**config.mk**
```make
export PLATFORM = sky130hd
export DESIGN_NAME = derived_clk_sampler
export DESIGN_NICKNAME = d
export VERILOG_FILES = /design/src/rtl/derived_clk_sampler.sv
export SDC_FILE = /design/constraint.sdc
export NUM_CORES = 1
export LEC_CHECK = 0
export CORE_UTILIZATION = 52
export CTS_CLUSTER_SIZE = 16
export DETAILED_ROUTE_END_ITERATION = 8
export GPL_ROUTABILITY_DRIVEN = 0
export PLACE_DENSITY_LB_ADDON = 0.1
export SLEW_MARGIN = 15
export SYNTH_ARGS = -nofsm -noshare
export SYNTH_HDL_FRONTEND = slang
export SYNTH_SLANG_ARGS = --single-unit
```
**constraint.sdc**
```tcl
create_clock -name clk -period 2.3 [get_ports clk]
set_input_delay 0.46 -clock clk [delete_from_list [all_inputs] [get_ports clk]]
set_output_delay 0.46 -clock clk [all_outputs]
set_load 0.01 [all_outputs]
```
**src/rtl/derived_clk_sampler.sv**
```systemverilog
// derived_clk_sampler
// One free-running shared counter (sub_cnt) plus CHANNELS independent
// divided clocks. Each rising edge of a divided clock samples the counter;
// an all-ones sample counts as a hit. A cycle counter raises a sticky done
// flag after TERM clocks.
module derived_clk_sampler #(
  parameter int CHANNELS   = 2,
  parameter int CNT_W      = 2,
  parameter int DIV_W      = 4,
  parameter int HIT_W      = 4,
  parameter int SAMPLE_NEW = 0,
  parameter int TERM       = 10
) (
  input  logic                      clk,
  input  logic                      reset_l,
  input  logic                      en,
  input  logic                      clr,
  input  logic [CHANNELS*DIV_W-1:0] div,
  output logic [CHANNELS-1:0]       sub_clk,
  output logic [CNT_W-1:0]          sub_cnt,
  output logic [CHANNELS-1:0]       hit,
  output logic [CHANNELS*HIT_W-1:0] hit_cnt,
  output logic                      done
);

  localparam int CYC_W = (TERM < 1) ? 1 : $clog2(TERM + 1);
  localparam logic [CYC_W-1:0] TERM_C  = CYC_W'(TERM);
  localparam logic [HIT_W-1:0] HIT_MAX = '1;

  // Saturating increment for the per-channel hit counters.
  function automatic logic [HIT_W-1:0] hit_sat_inc(input logic [HIT_W-1:0] v);
    return (v == HIT_MAX) ? v : v + HIT_W'(1);
  endfunction

  // Saturating increment for the terminal cycle counter.
  function automatic logic [CYC_W-1:0] cyc_sat_inc(input logic [CYC_W-1:0] v);
    return (v >= TERM_C) ? v : v + CYC_W'(1);
  endfunction

  logic [CHANNELS-1:0][DIV_W-1:0] div_v;

  logic [CNT_W-1:0]               sub_cnt_q, sub_cnt_d;
  logic [CHANNELS-1:0]            sub_clk_q, sub_clk_d;
  logic [CHANNELS-1:0][DIV_W-1:0] div_cnt_q, div_cnt_d;
  logic [CHANNELS-1:0]            hit_q, hit_d;
  logic [CHANNELS-1:0][HIT_W-1:0] hit_cnt_q, hit_cnt_d;
  logic [CYC_W-1:0]               cyc_q, cyc_d;
  logic                           done_q, done_d;

  logic [CHANNELS-1:0]            rise;
  logic [CNT_W-1:0]               sample;
  logic                           sample_hit;

  assign div_v = div;

  // Shared counter next state and the value a rising edge would capture.
  // The sample is formed from registered state only, so there is no race
  // with the counter update on the same edge.
  always_comb begin
    sub_cnt_d = sub_cnt_q;
    if (en) begin
      sub_cnt_d = sub_cnt_q + CNT_W'(1);
    end
    sample     = (SAMPLE_NEW != 0) ? (sub_cnt_q + CNT_W'(1)) : sub_cnt_q;
    sample_hit = &sample;
  end

  // Per-channel divider: a >= compare means lowering div below the running
  // count toggles on the next enabled edge instead of wrapping around.
  always_comb begin
    sub_clk_d = sub_clk_q;
    div_cnt_d = div_cnt_q;
    rise      = '0;
    for (int i = 0; i < CHANNELS; i++) begin
      if (en) begin
        if (div_cnt_q[i] >= div_v[i]) begin
          sub_clk_d[i] = ~sub_clk_q[i];
          div_cnt_d[i] = '0;
          rise[i]      = ~sub_clk_q[i];
        end else begin
          div_cnt_d[i] = div_cnt_q[i] + DIV_W'(1);
        end
      end
    end
  end

  // Hit flags and counters; clr wins over a hit landing on the same edge.
  always_comb begin
    hit_d     = hit_q;
    hit_cnt_d = hit_cnt_q;
    for (int i = 0; i < CHANNELS; i++) begin
      if (clr) begin
        hit_d[i]     = 1'b0;
        hit_cnt_d[i] = '0;
      end else if (rise[i] && sample_hit) begin
        hit_d[i]     = 1'b1;
        hit_cnt_d[i] = hit_sat_inc(hit_cnt_q[i]);
      end
    end
  end

  // Cycle counter runs regardless of en; done latches once TERM is reached.
  always_comb begin
    cyc_d  = cyc_sat_inc(cyc_q);
    done_d = done_q | (cyc_d == TERM_C);
  end

  // State registers with synchronous active-low reset clearing everything.
  always_ff @(posedge clk) begin
    if (!reset_l) begin
      sub_cnt_q <= '0;
      sub_clk_q <= '0;
      div_cnt_q <= '0;
      hit_q     <= '0;
      hit_cnt_q <= '0;
      cyc_q     <= '0;
      done_q    <= 1'b0;
    end else begin
      sub_cnt_q <= sub_cnt_d;
      sub_clk_q <= sub_clk_d;
      div_cnt_q <= div_cnt_d;
      hit_q     <= hit_d;
      hit_cnt_q <= hit_cnt_d;
      cyc_q     <= cyc_d;
      done_q    <= done_d;
    end
  end

  assign sub_cnt = sub_cnt_q;
  assign sub_clk = sub_clk_q;
  assign hit     = hit_q;
  assign hit_cnt = hit_cnt_q;
  assign done    = done_q;

endmodule

```
==> reports/qor.yml <==
dpl.hpwl_um: 2195
holdCritPathClass: "register to register"
pwr-share-comb_pct: 20.5
insertion_delay_ns: 0.33
synth_cell_types: 35
finalNetCount: 216
clockRootBuffer: "clkbuf_4"
drtIter0Drc: 31
setup_viol_count_final: 0
ys_warn_count: 0
core-area_sq_mm: 0.002758
r2r-start: "div_cnt_q[0]"
synth.avg_cell_area_sq_um: 9.637
clk_path_buf_depth: 2
io_pins: 27
rsz0062_at_grt: "no"
synth-async-reset-ratio_pct: 0
hold_violations: 0
totalWireLength_um: 2786
antennaDiodeCount: 0
die-height_um: 56.12
cts_setup_buffers: 0
drc: 0
drtPass1Iterations: 4
setup_slack_ns: 0.3394
drive_above_1_share_pct: 11.70
grt_max_degree: 17
p_per_area_mw_per_mm2: 485.9
cp.required_ns: 2.58
antenna_found_initial: 0
crit_fanout: 4
relSlewSlack_pct: 72.96
max_freq_mhz: 510.1
place_ws_ns: -0.04627
holdWs_ns: 0.5021
syn_to_final_growth_pct: 22.76
dr_total_vias: 1196
antenna_left: 0
grt.overflow.total: 0
routedWlPerCell_um: 12.72
initial_core_util_pct: 55.22
io_buffers: 26
rows: 19
maxCapViolCount: 0
dieArea_sq_mm: 0.003149
slew_viol_final: 0
tightest_slew_ns: 0.4056
post_cts_resized: 0
hold_start: "hit[1]"
p_leak_nw: 0.7654
grt_pass1_vias: 1209
fp.dieW_um: 56.12
status: "completed"
crit_path_start_kind: "input port"
worstSetupStartpoint: "div[0]"
synth_edf_count: 0
nFillCells: 217
synth_ff_type: "dfxtp_1"
cts_tree: "built"
critPathCaptureType: "register"
sw_frac_of_total_pct: 27.38
period_needed_ns: 1.961
synth_area_sq_mm: 0.001523
cts_buffers: 3
ir_drop_uv: 503.7
routed_via_density: 5.461
worst_ep_arrival_time_ns: 2.24
internal-power_mw: 0.6595
htreeDepth: 1
timing.final.crit_share_pct: 85.24
grt_pass1_wl_um: 4940
clkPwrFrac_pct: 23.6
track_usage_pct: 20.09
syn-instance-count: 158
clkTransAtPathRegs_ns: 0.15
cts.sinks: 27
ctsHoldBuffers: 0
fin_setup_tns_ns: 0
finClkSkew_ns: 0.002311
power.total_mw: 0.9082
crit_type: "input port to register"
seq_power_share_pct: 56.0
syn_nets: 185
synth_seq_cells: 27
yosysSeqAreaShare_pct: 35.50
switchingPower_mw: 0.2487
-- power by group through the flow --
| stage | logic (mW) | clock network (mW) | registers [mW] |
|---|---|---|---|
| after floorplan | 0.124 | 0 | 0.514 |
| after global placement | 0.180 | 0 | 0.517 |
| after detailed placement | 0.187 | 0 | 0.518 |
| after CTS | 0.189 | 0.225 | 0.508 |
| after global routing | 0.209 | 0.240 | 0.512 |
| final | 0.186 | 0.214 | 0.508 |
-- synthesized netlist by cell type (4+ instances only) --
cell      instances  area (sq um)
and3_1            4         25.02
nand2_1           7         26.28
mux2i_1           5         50.05
ha_1             15         187.7
inv_1            11         41.29
and2_1            4         25.02
xnor2_1           4         35.03
a21oi_1           6         30.03
xor2_1            7         61.31
dfxtp_1          27         540.5
nor2_1           21         78.83
nand2b_4          4         55.05
-- stage by stage --
step	instance area, sq um	util (%)	instances
floorplan	1523	-	158
global placement	1839	66.70	215
detailed placement	1839	66.70	215
CTS	1869	67.79	219
global route	1869	67.79	219
finish	1869	67.79	219
-- metal layers --
layer	global-route usage (%)	wire length [um]	vias up	share of wire, %
met5	0	0	-	0
met3	4.884	136	4	4.9
li1	-	-	603	-
met2	37.41	1443	24	52
met4	10.45	52	0	1.9
met1	20.44	1154	565	41
-- area by class of cell --
type                       instances  area, sq um  share of cell area, %
inverter                          11        41.29                  2.209
clock buffer                       3        22.52                  1.205
sequential                        27        540.5                  28.92
timing repair buffer              31        297.8                  15.93
multi-input combinational        115        920.9                  49.26
tap                               31        38.79                  2.075
clock inverter                     1        7.507                 0.4016
-- flip-flops by register name, summed over array words and instances (netlist names) --
register,cells
sub_cnt,2
hit_cnt,8
cyc_q,4
div_cnt_q,8
hit,2
done,1
sub_clk,2
-- final timing paths --
path,depth (start not counted),slack [ns],endpoint
hold reg to reg,2,0.50,hit[1]
setup reg to reg,8,0.41,hit_cnt[3]
setup / recovery,8,0.34,hit_cnt[3]
hold / removal,2,0.50,hit[1]
-- worst max-delay path: stages --
cell and delay [ns]:
clkdlybuf4s50_1 0.42, ha_1 0.30, nand2b_4 0.15, a2111oi_4 0.37, buf_4 0.19, nor4_4 0.06, a21o_1 0.19, a21oi_1 0.10
-- cells by family (layout without fill, tap and decap cells) --
kind of cell / count (synthesis) / in the layout / share of synthesized area [%]
adders and majority gates: 15 / 15 / 12.33
DFF: 27 / 27 / 35.50
buffers and inverters: 16 / 46 / 4.026
and+or+nand+nor: 64 / 64 / 27.53
AOI/OAI and AO/OA: 20 / 20 / 11.01
muxes: 5 / 5 / 3.287
xor gates and xnor gates: 11 / 11 / 6.327
-- layout by cell type (no fill, tap or decap) --
cell	n
o21a_1	3
nor3b_1	2
nor2_1	21
a31oi_1	1
nand4_1	2
a211oi_1	1
nand2_1	7
nand3b_1	3
a21oi_1	6
and2_1	4
o21ai_0	3
and3_1	4
and3b_1	1
nor4bb_1	1
nand2b_4	4
xor2_1	7
nor3_1	2
and4_4	2
clkinvlp_4	1
nand2b_1	2
ha_1	15
clkbuf_4	3
nor3_2	3
clkdlybuf4s50_1	26
nor4_4	2
a211o_1	1
o31ai_1	1
a2111oi_4	2
a21o_1	2
xnor2_1	4
nor2b_1	2
dfxtp_1	27
inv_1	11
buf_4	5
mux2i_1	5
nand3_1	2
No activity file was read; power rests on OpenSTA's default activity.
